## config.mk

```make
export PLATFORM = sky130hd
export DESIGN_NAME = riscv_test_monitor
export DESIGN_NICKNAME = d
export VERILOG_FILES = /design/src/rtl/riscv_test_monitor.sv
export SDC_FILE = /design/constraint.sdc
export NUM_CORES = 1
export LEC_CHECK = 0
export CAP_MARGIN = 30
export CORE_MARGIN = 2
export CORE_UTILIZATION = 39
export CTS_CLUSTER_DIAMETER = 80
export DETAILED_ROUTE_END_ITERATION = 7
export PLACE_DENSITY = 0.87
export SYNTH_ARGS = -nofsm -noshare
export SYNTH_HDL_FRONTEND = slang
export SYNTH_SLANG_ARGS = --single-unit
```

## constraint.sdc

```tcl
create_clock -name clk -period 2.3 [get_ports clk]
set_input_delay 0.46 -clock clk [delete_from_list [all_inputs] [get_ports clk]]
set_output_delay 0.46 -clock clk [all_outputs]
set_load 0.01 [all_outputs]
```

## src/rtl/riscv_test_monitor.sv

```systemverilog
// Pass/fail/timeout monitor for riscv-tests runs: watches PC, gp (x3) and
// tohost writes, and latches a sticky verdict plus the failing test number.
module riscv_test_monitor #(
  parameter int unsigned      XLEN        = 32,
  parameter logic [XLEN-1:0]  END_PC      = XLEN'('h44),
  parameter logic [XLEN-1:0]  TOHOST_ADDR = XLEN'('h1000),
  parameter int unsigned      MODE        = 2,
  parameter int unsigned      HOLD_CYCLES = 1,
  parameter int unsigned      TIMEOUT     = 5000,
  parameter int unsigned      CNT_W       = 32
) (
  input  logic             clk,
  input  logic             rst,
  input  logic             restart,
  input  logic [XLEN-1:0]  pc_i,
  input  logic [XLEN-1:0]  gp_i,
  input  logic             mem_we_i,
  input  logic [XLEN-1:0]  mem_addr_i,
  input  logic [XLEN-1:0]  mem_wdata_i,
  output logic             done_o,
  output logic             pass_o,
  output logic             timeout_o,
  output logic [XLEN-1:0]  fail_num_o,
  output logic [CNT_W-1:0] cycles_o
);

  localparam int unsigned      HOLD_W       = 8;
  localparam logic [HOLD_W-1:0] HOLD_LAST   = HOLD_W'(HOLD_CYCLES - 1);
  localparam logic [CNT_W-1:0] TIMEOUT_LAST = CNT_W'(TIMEOUT - 1);
  localparam bit               PC_EN        = (MODE == 0) || (MODE == 2);
  localparam bit               TH_EN        = (MODE == 1) || (MODE == 2);

  typedef enum logic {RUN, DONE} state_t;

  state_t            state;
  logic [HOLD_W-1:0] hold_cnt;
  logic              pc_hit_c;
  logic              pc_evt_c;
  logic              th_evt_c;
  logic              to_evt_c;

  // Event detection for the current cycle; MODE masks disabled sources.
  always_comb begin
    pc_hit_c = 1'b0;
    pc_evt_c = 1'b0;
    th_evt_c = 1'b0;
    to_evt_c = 1'b0;
    pc_hit_c = (pc_i == END_PC);
    pc_evt_c = PC_EN && pc_hit_c && (hold_cnt == HOLD_LAST);
    th_evt_c = TH_EN && mem_we_i && (mem_addr_i == TOHOST_ADDR) && mem_wdata_i[0];
    to_evt_c = (cycles_o == TIMEOUT_LAST);
  end

  // Verdict FSM; priority tohost > PC-match > timeout, restart suppresses detection.
  always_ff @(posedge clk or posedge rst) begin
    if (rst) begin
      state      <= RUN;
      hold_cnt   <= '0;
      done_o     <= 1'b0;
      pass_o     <= 1'b0;
      timeout_o  <= 1'b0;
      fail_num_o <= '0;
      cycles_o   <= '0;
    end else if (restart) begin
      state      <= RUN;
      hold_cnt   <= '0;
      done_o     <= 1'b0;
      pass_o     <= 1'b0;
      timeout_o  <= 1'b0;
      fail_num_o <= '0;
      cycles_o   <= '0;
    end else begin
      case (state)
        RUN: begin
          if (cycles_o != '1) begin
            cycles_o <= cycles_o + CNT_W'(1);
          end
          if (!pc_hit_c) begin
            hold_cnt <= '0;
          end else if (hold_cnt != '1) begin
            hold_cnt <= hold_cnt + HOLD_W'(1);
          end
          if (th_evt_c) begin
            state      <= DONE;
            done_o     <= 1'b1;
            pass_o     <= (mem_wdata_i == XLEN'(1));
            fail_num_o <= mem_wdata_i >> 1;
          end else if (pc_evt_c) begin
            state      <= DONE;
            done_o     <= 1'b1;
            pass_o     <= (gp_i == XLEN'(1));
            fail_num_o <= gp_i >> 1;
          end else if (to_evt_c) begin
            state      <= DONE;
            done_o     <= 1'b1;
            timeout_o  <= 1'b1;
            pass_o     <= 1'b0;
            fail_num_o <= '0;
          end
        end
        DONE: begin
          state <= DONE;
        end
        default: begin
          state <= RUN;
        end
      endcase
    end
  end

endmodule

```

==> metrics.csv <==
metric,value,unit
status,finished with violations,
failing checks,negative setup slack,
utilization after layout,68.5,%
Yosys reg bits,75,
synthesized area per cell,9.00,µm²
CTS clock-pin slew for the worst setup and hold paths,0.07,ns
"Top FF cell, synth",dfrtp_1,
worst-margin pin slew,0.897,ns
dominant cell type by area after synthesis,dfrtp_1,
Clock Latency Late Sink,0.34,ns
hold_buf cts,0,
die area,0.0125,mm²
VDD IR-drop max,0.406,mV
Initial Util,39.9,%
final clock skew,0.0104,ns
area grow syn2layout,71.7,%
Die Span X,112,µm
crit path max fanout,2,
RR Startpoint,hold_cnt[1]$_DFFE_PP0P_,
# rows,39,
final estimated routing congestion in global placement,0.928,
Final ANT Viol Nets,0,
Post-synth top cells,"dfrtp_1 (75), nor2_1 (72), nand3_1 (49)",
unrepaired setup endpoints after global routing,true,
initial antenna violation count,0,
P_leak,2.85,nW
most numerous cell in the Yosys netlist,dfrtp_1,
Via-to-Cell Ratio,5.79,
power density over the cells,420,mW/mm²
hold depth,3,
relative slew slack,40.2,%
CTS tree,built,
worst setup path class,reg2reg,
hpwl dp,12500,µm
area fraction of the dominant cell type after synthesis,41.4,%
Max Cap Viol,0,
Hold Path Sink,cycles_o[31]$_DFFE_PP0P_,
CTS Buffer Depth,2,
final setup margin,-0.167,ns
Synth Cell Area,0.00454,mm²
detailed-route via count,5294,
vias in the first global route,5481,
Total GRT Usage,27.0,%
CP Launch Type,register,
First-pass DRT Iterations,5,
Critical Path AT,2.72,ns
Syn Nets,639,
fmax,405,MHz
reg2reg end,pass_o$_DFFE_PP0P_,
global-route wire length before repair,27200,µm
synth unique cells,40,
post-synthesis sequential area ratio,41.4,%
Final Hold Viols,0,
Final setup viols,34,
Die Y,112,µm
total clock buffers created by CTS,9,
ys async rst share,100,%
hold path startpoint,restart,
minimum clock period,2.47,ns
H-tree depth,3,
WL per Instance,18.8,µm
layout cell share with drive strength beyond 1,20.9,%
Final Slew Violations,0,
clock sink total,75,
fin crit share,107,%
R2R setup slack,-0.17,ns
Yosys warning count,0,
CP Capture Type,register,
Root Driver,clkbuf_16,
n_diodes,0,
Worst EP required,2.55,ns
initial DRC count,280,
Post-synth EDFFs,0,
post-place instance area,0.00707,mm²
cells on worst reg2reg path,11,
largest net degree at the start of global routing,68,
worst hold path type,in2reg,
PortBufs,197,
final net count,902,
# IOs,199,
synthesized instance count,504,
fin area,0.00779,mm²
Fin Hold WS,0.477,ns
"top cells by area, synth","dfrtp_1 (41%), a311oi_2 (9.3%), nor2_1 (6.0%)",
gr ovfl total,0,
final wirelength,17200,µm
TNS Setup,-3.89,ns
Core ar.,0.0114,mm²
Remaining DRCs,0,
-- layout by cell type, fill, tap and decap left out, types with 17 or more instances in the layout --
master and instances:
buf_4 77, nand2_1 48, a311oi_2 28, nand3_1 48
nand4_1 17, nor2_1 69, dfrtp_1 75, nor4_1 36
xnor2_1 26, clkdlybuf4s50_1 195, nor3_1 17
-- report_power, final --
group          leakage [nW]  internal [W]  switching, W  total [W]
Clock                 0.156      0.000986      0.000581    0.00157
Combinational          1.65      0.000240      0.000139   0.000380
Sequential             1.05       0.00132    0.00000337    0.00133
-- how the worst max path moves through the flow --
stage	start	to	cells after the start
3_5_place_dp	pc_i[24]	fail_num_o[22]$_DFFE_PP0P_	8
3_3_place_gp	pc_i[25]	fail_num_o[9]$_DFFE_PP0P_	8
2_1_floorplan	mem_addr_i[13]	fail_num_o[10]$_DFFE_PP0P_	7
6_report	hold_cnt[1]$_DFFE_PP0P_	pass_o$_DFFE_PP0P_	11
5_1_grt	hold_cnt[0]$_DFFE_PP0P_	fail_num_o[2]$_DFFE_PP0P_	10
4_1_cts	hold_cnt[0]$_DFFE_PP0P_	fail_num_o[28]$_DFFE_PP0P_	10
-- flip-flops by register name, indices dropped and copies added, names as in the netlist --
signal,cells
fail_num_o,31
done_o,1
pass_o,1
state,1
cycles_o,32
hold_cnt,8
timeout_o,1
-- per-stage QoR --
step,setup WS (ns),total power [W],instances
finish,-0.167,0.00327,915
global route,-0.281,0.00337,915
CTS,-0.115,0.00327,910
detailed placement,-0.564,0.00173,876
global placement,-0.434,0.00172,876
floorplan,0.0706,0.00143,504
-- area by class of cell --
class	count	area (µm²)
clock buffer	11	243
clock inverter	5	85.1
fill	851	3580
inverter	6	26.3
multi-input combinational	388	2600
sequential	75	1880
tap	143	179
timing repair buffer	287	2780
-- logic make-up after synthesis --
family / after synthesis / share of synthesized area [%]
xor gates and xnor gates: 27 / 5.21
other: 1 / 0.0827
DFF: 75 / 41.4
adders and majority gates: 3 / 0.827
AOI/OAI and AO/OA: 60 / 13.9
buffers and inverters: 41 / 4.30
muxes: 1 / 0.248
and+or+nand+nor: 296 / 34.1
-- worst max-delay path, cell delays in order, from the launching register on --
cell and delay [ns]:
dfrtp_1 0.37, inv_1 0.06, ha_1 0.14, or4b_4 0.48, nor4_4 0.17, nand4_1 0.25
buf_4 0.22, buf_4 0.12, buf_4 0.12, nor4_2 0.25, o21bai_1 0.08, a21oi_1 0.12
-- timing repair --
item,CTS,global route
buffers inserted,16,4
cloned,2,1
gates resized for setup,29,8
pin swaps,6,4
setup endpoints to repair,34,41
-- routing by layer --
metal  vias up  GRT usage, %  wire length (µm)
li1       2409             -                 -
met1      2560          30.7              6340
met2       268          48.8              9050
met3        57          5.01              1060
met4         0          12.7               716
met5         -             0                 0
Note: power is estimated with default switching activity, not from simulation.
